## src/rtl/wb_pkg.sv

```systemverilog
// Shared constants and types for the MEM/WB write-back slice.
package wb_pkg;

  localparam int unsigned DW    = 32;
  localparam int unsigned AW    = 5;
  localparam int unsigned CNT_W = 32;
  localparam int unsigned NREG  = 2 ** AW;

  typedef logic [AW-1:0] reg_addr_t;
  typedef logic [DW-1:0] word_t;

  localparam reg_addr_t REG_ZERO = 5'd0;

endpackage

```

## src/rtl/wb_regfile_if.sv

```systemverilog
// MEM/WB-to-regfile bus: pipeline inputs, ID read ports and write-back taps.
interface wb_regfile_if #(
  parameter int unsigned DW    = wb_pkg::DW,
  parameter int unsigned AW    = wb_pkg::AW,
  parameter int unsigned CNT_W = wb_pkg::CNT_W
);

  logic             wb_en;
  logic [AW-1:0]    in_RegDst;
  logic [DW-1:0]    in_ALUResult;
  logic [DW-1:0]    in_RDMem;
  logic             in_cRegWrite;
  logic             in_cMemtoReg;
  logic [AW-1:0]    rs_addr;
  logic [AW-1:0]    rt_addr;
  logic [DW-1:0]    rs_data;
  logic [DW-1:0]    rt_data;
  logic [DW-1:0]    wb_data;
  logic             wb_we;
  logic [CNT_W-1:0] wr_count;

  modport master (
    output wb_en, in_RegDst, in_ALUResult, in_RDMem, in_cRegWrite, in_cMemtoReg,
    output rs_addr, rt_addr,
    input  rs_data, rt_data, wb_data, wb_we, wr_count
  );

  modport slave (
    input  wb_en, in_RegDst, in_ALUResult, in_RDMem, in_cRegWrite, in_cMemtoReg,
    input  rs_addr, rt_addr,
    output rs_data, rt_data, wb_data, wb_we, wr_count
  );

endinterface

```

## src/rtl/wb_regfile_wb_sel.sv

```systemverilog
// Write-back data mux (load vs ALU) and effective write-strobe qualification.
module wb_sel
  import wb_pkg::*;
#(
  parameter int unsigned DW = wb_pkg::DW,
  parameter int unsigned AW = wb_pkg::AW
) (
  input  logic          i_wb_en,
  input  logic [AW-1:0] i_reg_dst,
  input  logic [DW-1:0] i_alu_result,
  input  logic [DW-1:0] i_rd_mem,
  input  logic          i_reg_write,
  input  logic          i_mem_to_reg,
  output logic [DW-1:0] o_wb_data,
  output logic          o_wb_we
);

  always_comb begin
    o_wb_data = i_mem_to_reg ? i_rd_mem : i_alu_result;
    // r0 is hardwired to zero, so a write aimed at it is not a commit
    o_wb_we   = i_wb_en & i_reg_write & (i_reg_dst != AW'(REG_ZERO));
  end

endmodule

```

## src/rtl/wb_regfile.sv

```systemverilog
// Write-back stage: commits MEM/WB results into the GPR file and serves ID reads.
// Define WB_BYPASS_EN to forward the in-flight write-back value to the read ports.
module wb_regfile
  import wb_pkg::*;
#(
  parameter int unsigned DW    = wb_pkg::DW,
  parameter int unsigned AW    = wb_pkg::AW,
  parameter int unsigned CNT_W = wb_pkg::CNT_W
) (
  input  logic         clk,
  input  logic         rst,
  wb_regfile_if.slave  bus
);

  localparam int unsigned NR = 2 ** AW;

  logic [DW-1:0]    r_gpr [NR];
  logic [CNT_W-1:0] r_wr_count;
  logic [DW-1:0]    w_wb_data;
  logic             w_wb_we;
  logic [DW-1:0]    w_rs_data;
  logic [DW-1:0]    w_rt_data;

  wb_sel #(
    .DW (DW),
    .AW (AW)
  ) u_wb_sel (
    .i_wb_en      (bus.wb_en),
    .i_reg_dst    (bus.in_RegDst),
    .i_alu_result (bus.in_ALUResult),
    .i_rd_mem     (bus.in_RDMem),
    .i_reg_write  (bus.in_cRegWrite),
    .i_mem_to_reg (bus.in_cMemtoReg),
    .o_wb_data    (w_wb_data),
    .o_wb_we      (w_wb_we)
  );

  always_ff @(posedge clk or posedge rst) begin
    if (rst) begin
      for (int unsigned i = 0; i < NR; i++) begin
        r_gpr[i] <= '0;
      end
      r_wr_count <= '0;
    end else if (w_wb_we) begin
      r_gpr[bus.in_RegDst] <= w_wb_data;
      r_wr_count           <= r_wr_count + CNT_W'(1);
    end
  end

  always_comb begin
    w_rs_data = r_gpr[bus.rs_addr];
    w_rt_data = r_gpr[bus.rt_addr];
`ifdef WB_BYPASS_EN
    if (w_wb_we && (bus.rs_addr == bus.in_RegDst)) w_rs_data = w_wb_data;
    if (w_wb_we && (bus.rt_addr == bus.in_RegDst)) w_rt_data = w_wb_data;
`endif
    // zero gating on rst keeps reads at 0 even if bypass inputs are not yet quiet
    if (rst || (bus.rs_addr == AW'(REG_ZERO))) w_rs_data = '0;
    if (rst || (bus.rt_addr == AW'(REG_ZERO))) w_rt_data = '0;
  end

  assign bus.rs_data  = w_rs_data;
  assign bus.rt_data  = w_rt_data;
  assign bus.wb_data  = w_wb_data;
  assign bus.wb_we    = w_wb_we;
  assign bus.wr_count = r_wr_count;

endmodule
```

## src/flat_wrapper.sv

```systemverilog
// flat-port wrapper written by rule: the top's interface ports become plain ports
module wb_regfile_flat import wb_pkg::*;
#(
  parameter int unsigned DW    = wb_pkg::DW,
  parameter int unsigned AW    = wb_pkg::AW,
  parameter int unsigned CNT_W = wb_pkg::CNT_W
)
  (clk, rst, bus_wb_en, bus_in_RegDst, bus_in_ALUResult, bus_in_RDMem, bus_in_cRegWrite, bus_in_cMemtoReg, bus_rs_addr, bus_rt_addr, bus_rs_data, bus_rt_data, bus_wb_data, bus_wb_we, bus_wr_count);
  wb_regfile_if #(.DW(DW), .AW(AW), .CNT_W(CNT_W)) bus_i ();
  input  logic clk;
  input  logic rst;
  input wire logic [$bits(bus_i.wb_en)-1:0] bus_wb_en;
  input wire logic [$bits(bus_i.in_RegDst)-1:0] bus_in_RegDst;
  input wire logic [$bits(bus_i.in_ALUResult)-1:0] bus_in_ALUResult;
  input wire logic [$bits(bus_i.in_RDMem)-1:0] bus_in_RDMem;
  input wire logic [$bits(bus_i.in_cRegWrite)-1:0] bus_in_cRegWrite;
  input wire logic [$bits(bus_i.in_cMemtoReg)-1:0] bus_in_cMemtoReg;
  input wire logic [$bits(bus_i.rs_addr)-1:0] bus_rs_addr;
  input wire logic [$bits(bus_i.rt_addr)-1:0] bus_rt_addr;
  output wire logic [$bits(bus_i.rs_data)-1:0] bus_rs_data;
  output wire logic [$bits(bus_i.rt_data)-1:0] bus_rt_data;
  output wire logic [$bits(bus_i.wb_data)-1:0] bus_wb_data;
  output wire logic [$bits(bus_i.wb_we)-1:0] bus_wb_we;
  output wire logic [$bits(bus_i.wr_count)-1:0] bus_wr_count;
  assign bus_i.wb_en = bus_wb_en;
  assign bus_i.in_RegDst = bus_in_RegDst;
  assign bus_i.in_ALUResult = bus_in_ALUResult;
  assign bus_i.in_RDMem = bus_in_RDMem;
  assign bus_i.in_cRegWrite = bus_in_cRegWrite;
  assign bus_i.in_cMemtoReg = bus_in_cMemtoReg;
  assign bus_i.rs_addr = bus_rs_addr;
  assign bus_i.rt_addr = bus_rt_addr;
  assign bus_rs_data = bus_i.rs_data;
  assign bus_rt_data = bus_i.rt_data;
  assign bus_wb_data = bus_i.wb_data;
  assign bus_wb_we = bus_i.wb_we;
  assign bus_wr_count = bus_i.wr_count;
  wb_regfile #(.DW(DW), .AW(AW), .CNT_W(CNT_W)) u_core (.clk(clk), .rst(rst), .bus(bus_i));
endmodule
```

## config.mk

```make
export PLATFORM = sky130hd
export DESIGN_NAME = wb_regfile_flat
export DESIGN_NICKNAME = d
export VERILOG_FILES = /design/src/rtl/wb_pkg.sv /design/src/rtl/wb_regfile_if.sv /design/src/rtl/wb_regfile_wb_sel.sv /design/src/rtl/wb_regfile.sv /design/src/flat_wrapper.sv
export SDC_FILE = /design/constraint.sdc
export NUM_CORES = 2
export LEC_CHECK = 0
export CAP_MARGIN = 20
export CORE_MARGIN = 1.5
export CORE_UTILIZATION = 50
export CTS_CLUSTER_DIAMETER = 120
export DETAILED_ROUTE_END_ITERATION = 16
export PLACE_DENSITY = 0.67
export SKIP_CTS_REPAIR_TIMING = 1
export SLEW_MARGIN = 30
export SYNTH_ARGS = -nofsm -noshare
export SYNTH_HDL_FRONTEND = slang
export SYNTH_HIERARCHICAL = 1
export SYNTH_SLANG_ARGS = --single-unit
```

## constraint.sdc

```tcl
create_clock -name clk -period 43.8 [get_ports clk]
set_clock_uncertainty 0.1 [all_clocks]
set_input_delay 8.76 -clock clk [delete_from_list [all_inputs] [get_ports clk]]
set_output_delay 8.76 -clock clk [all_outputs]
set_load 0.005 [all_outputs]
```

* After elaboration in Yosys (flattened, before gate mapping)
Cells that the tools add are included.
** Word-level totals
- Input port bits :: 84
- Output and inout bits :: 129
- Flip-flop bits (word level) :: 1056
- Logic and storage cells :: 61
** Cells by class
- Bitwise logic cells :: 5
- Muxes and demuxes :: 12
- $add $sub $neg :: 1
- Reductions and logical operators :: 6
- Order comparisons :: 4
** Operators with widths (count)
- 1024-bit bitwise mux :: 1
- 32-bit binary-select mux with 5-bit select :: 2
- 32-bit 2-to-1 mux :: 8
- 32-bit demux with 5-bit select :: 1
- 32-bit by 1-bit adder with 32-bit output (second input constant) :: 1
- 6-bit >= comparator (second input constant) :: 3
- 5-bit inverter with 6-bit output :: 3
- 5-bit logical NOT :: 2
- 6-bit by 1-bit less-than comparator with 1-bit output (second input constant) :: 1
- 5-bit nonzero test :: 1
- 1-bit bitwise AND :: 2
- 1-bit logical OR :: 2
- 1-bit logical AND :: 1

* Depth between registers and ports, before layout
- Depth in word-level cells :: 6
- Depth in mapped cells :: 8
- Mapped depth without buffers :: 6

* Modules after synthesis
Netlist, hierarchy kept.
** Modules (own cells, without submodules)
- wb_regfile :: cells an instance 4185, times used 1, area an instance 56585.5 µm², seq. area each 26425.3 µm²
- wb_sel :: cells an instance 38, times used 1, area an instance 417.9 µm², seq. area each 0.0 µm²

* Worst setup path before layout
OpenSTA, ideal clock, no wires.
- Path kind :: input to output
- Start :: input bus_rs_addr[1]
- End :: output bus_rs_data[10]
- Setup slack :: 24.874 ns
- Cell stages on the path :: 6
- Data required time :: 34.940 ns
- Data arrival time :: 10.066 ns
- Path buffers :: 3
- Path through :: buf_2 > buf_2 > buf_1 > mux4_2 > a22oi_1 > nand4_1
** On the way
- Cells in the longest elaborated chain, start to end :: 5
** RTL lines
- start: declaration :: RTL line flat_wrapper.sv:18 : input wire logic [$bits(bus_i.rs_addr)-1:0] bus_rs_addr;
- 5-bit inverter with 6-bit output (not written as such) :: RTL line wb_regfile.sv:51 : w_rs_data = r_gpr[bus.rs_addr];
- 32-bit binary-select mux with 5-bit select :: RTL line wb_regfile.sv:51
- 32-bit 2-to-1 mux (not written as such) (2 in series) :: RTL line wb_regfile.sv:51
- 32-bit 2-to-1 mux * :: RTL line wb_regfile.sv:58 : if (rst || (bus.rs_addr == AW'(REG_ZERO))) w_rs_data = '0;
- end: declaration :: RTL line flat_wrapper.sv:20 : output wire logic [$bits(bus_i.rs_data)-1:0] bus_rs_data;
Every way passes the cells marked *; elsewhere a longest branch is shown, timed or not. The select of a mux whose other input is x is not followed.

* Final worst setup path
- Start :: input bus_rs_addr[1]
- End :: output bus_rs_data[2]
The elaborated chain is that of the path after synthesis.

==> impl_metrics.ini <==
[global_route]
grtUsageMet2_pct = 49.7
top_usage_layer = met2
grt_usage_pct = 32.7
grt_pass1_vias = 39300
grt_max_degree = 176
grt_pass1_wl_um = 278000
grtUsageMet1_pct = 46.4
antenna_found_initial = 2
overflow = 0
grt_use_met3_pct = 6.02

[job]
cap_viol_max_count = 0

[synthesis]
synth_compound_area_share_pct = 5.03
synthCells = 4223
syn-cell-area_mm2 = 0.0570
synth_nets = 4308
synth_top_family_by_area = multiplexers
yosys.area_share.simple_pct = 4.16
ys_seq_area_share_pct = 46.4
yosysUniqueCellTypes = 44
ys_ff_latch = 1056
synthAdderAreaFrac_pct = 0.0219
ys_warn_count = 6
synth-xor-area-share_pct = 0.476
syn_area_per_cell_um2 = 13.5
synthMuxAreaShare_pct = 39.8

[cts]
cts_made_buffers = 115
htreeDepth = 3
cts.sinks = 1056
clk_pin_slew_ns = 0.06
cts-root-buf = clkbuf_16
cts_tree = built
worstSkewPairLatency_ns = 0.72
clock_path_buffers = 3

[critical_path]
slowest_stage = buf_4
worstPathRequired_ns = 34.94
crit_fanout = 57
cpPeakStageDelay_ns = 0.79
crit_arrival_ns = 13.08
r2r_cells = 4
rr_endpoint = u_core/bus.wr_count[31]
critPathLaunchType = input port
crit_path_cell_trace = buf_8 > buf_4 > buf_4 > and2_2 > buf_4 > a22oi_1 > nand3_1 > nand4_1 > clkdlybuf4s50_1
critPathMostFrequentCell = buf_4
crit_path_end_kind = primary output
r2r_slack_ns = 41.74
crit_type = in2out
r2r-start = u_core/bus.wr_count[5]

[place]
portBuffers = 212
placed_cells = 5614
gp_congestion = 0.834
dp_hpwl_um = 106000
placed_cell_area_mm2 = 0.0598

[detailed_routing]
wl_um = 191000
first_iter_violations = 4456
vias = 39500
drtPass1Iterations = 5
drc = 0
wire_per_inst_um = 32.7
vias_per_cell = 6.78
drtAntennaViolNets = 0

[die]
die_h_um = 341
ios = 213
start_util_pct = 50.5
die_area_mm2 = 0.116
coreArea_mm2 = 0.113
fp.dieW_um = 341
rows = 123

[worst_hold_path]
min-delay-start = u_core/bus.wr_count[27]
hold_path_class = reg2reg
hold-path-endpoint = u_core/bus.wr_count[27]
whs_path_depth = 1

[power]
pwr-share-clk_pct = 38.4
p_int_mw = 1.97
p_sw_share_pct = 27.3
power.total_mw = 2.71
pwr-share-seq_pct = 44.9
cellPowerDensity_mw_per_mm2 = 42.3
pwr-share-comb_pct = 16.7
power_switching_mw = 0.739
worst_ir_drop_vdd_uv = 37.2
leakage_nw = 29.3

[cells_and_area]
final_area_mm2 = 0.0640
final_common_cell = dfrtp_1
final_cell_mix = 1056 x dfrtp_1, 1018 x mux2_2, 596 x mux2i_1, 301 x a22oi_1, 214 x mux4_2
fill_cells = 9082
diodes = 0
areaGrowthSynthToFinish_pct = 12.2
drive_above_1_share_pct = 37.2
nNetsFinal = 4320
fin_cells = 5835

[sta]
worstMarginPinSlew_ns = 1.06
grt_setup_unrepaired = false
final.period_utilization_pct = 50.1
setup_violations = 0
finalCriticalPeriod_ns = 21.94
fmax_ghz = 0.0456
finalMaxSlewViolations = 0
slew_headroom_pct = 29.4
hold_viol = 0
finalSetupTns_ns = 0

[status]
status = completed
-- critical path, delay by kind of cell --
family / cells / cell delay (ns)
and+or+nand+nor: 3 / 0.75
AOI/OAI and AO/OA: 1 / 0.22
buffers and inverters: 5 / 3.23
-- how the worst max path moves through the flow --
| stage | from | to | slack [ns] | cells after the start |
|---|---|---|---|---|
| 3_5_place_dp | bus_rt_addr[2] | bus_rt_data[0] | 21.92 | 9 |
| 2_1_floorplan | rst | u_core/bus.wr_count[0] | 4.87 | 2 |
| 4_1_cts | bus_rt_addr[2] | bus_rt_data[0] | 21.93 | 9 |
| 3_3_place_gp | bus_rt_addr[2] | bus_rt_data[7] | 21.95 | 9 |
| 6_report | bus_rs_addr[1] | bus_rs_data[2] | 21.86 | 9 |
| 5_1_grt | bus_rs_addr[1] | bus_rs_data[9] | 21.81 | 9 |
-- sequential cells by signal, indices dropped and copies added, names as in the netlist --
signal	flops
u_core/bus.wr_count	32
u_core/r_gpr	1024
-- per-layer routing --
metal	wire, um	share of wire [%]	up-vias
li1	-	-	16000
met2	85600	45	1964
met3	16600	8.7	443
met4	8240	4.3	2
met1	80200	42	21100
met5	7	0.0037	-
-- cell families after synthesis --
logic type	Yosys count
buffers and inverters	425
XOR/XNOR	31
AO/OA/AOI/OAI	406
multiplexers	1867
flip-flops	1056
adder cells (fa/ha/maj)	1
AND/OR/NAND/NOR	437
-- power groups by stage --
stage	registers (mW)	clock network, mW	logic (mW)
2_1_floorplan	1.20	0	0.333
3_3_place_gp	1.22	0	0.437
3_5_place_dp	1.23	0	0.446
4_1_cts	1.21	1.05	0.447
5_1_grt	1.23	1.09	0.482
6_report	1.22	1.04	0.451
-- cell usage after synthesis (all sizes together) --
master	count	area share (%)
nor2b	8	0.088
mux2i	596	10
nor2	33	0.45
buf	238	2.9
a21oi	83	0.73
and2	8	0.088
a22oi	301	4.0
xnor2	27	0.41
dfrtp	1056	46
mux4	214	8.5
or3b	3	0.050
ha	1	0.022
mux2	1057	21
and3	7	0.077
and3b	1	0.015
nor3	3	0.026
o311a	1	0.018
a32oi	19	0.29
a21boi	1	0.013
nand4	80	0.88
or3	1	0.011
nor4	3	0.081
nand3b	6	0.079
inv	5	0.033
xor2	4	0.061
or2	2	0.022
nand3	161	1.4
nor3b	8	0.14
o31a	1	0.015
clkbuf	182	1.2
nand2	113	0.74
-- area by class of cell --
| cell class | count | area (um2) | share of cell area, % |
|---|---|---|---|
| multi-input cells | 2742 | 28400 | 44.4 |
| flip-flops and latches | 1056 | 26400 | 41.3 |
| clock buffers | 166 | 3390 | 5.30 |
| repair buffers | 315 | 3150 | 4.93 |
| well taps | 1500 | 1880 | 2.93 |
| clock inverters | 51 | 677 | 1.06 |
| inverters | 5 | 31.3 | 0.0489 |
-- through the flow --
stage | hold slack (ns) | setup slack (ns) | utilization, %
final | 0.388 | 21.86 | 56.7
after floorplan | 0.368 | 4.87 | -
after detailed placement | 0.381 | 21.92 | 53.0
after global placement | 0.370 | 21.95 | 52.9
after global routing | 0.413 | 21.81 | 56.7
after CTS | 0.392 | 21.93 | 56.6
Power figures use the tool's default switching activity.
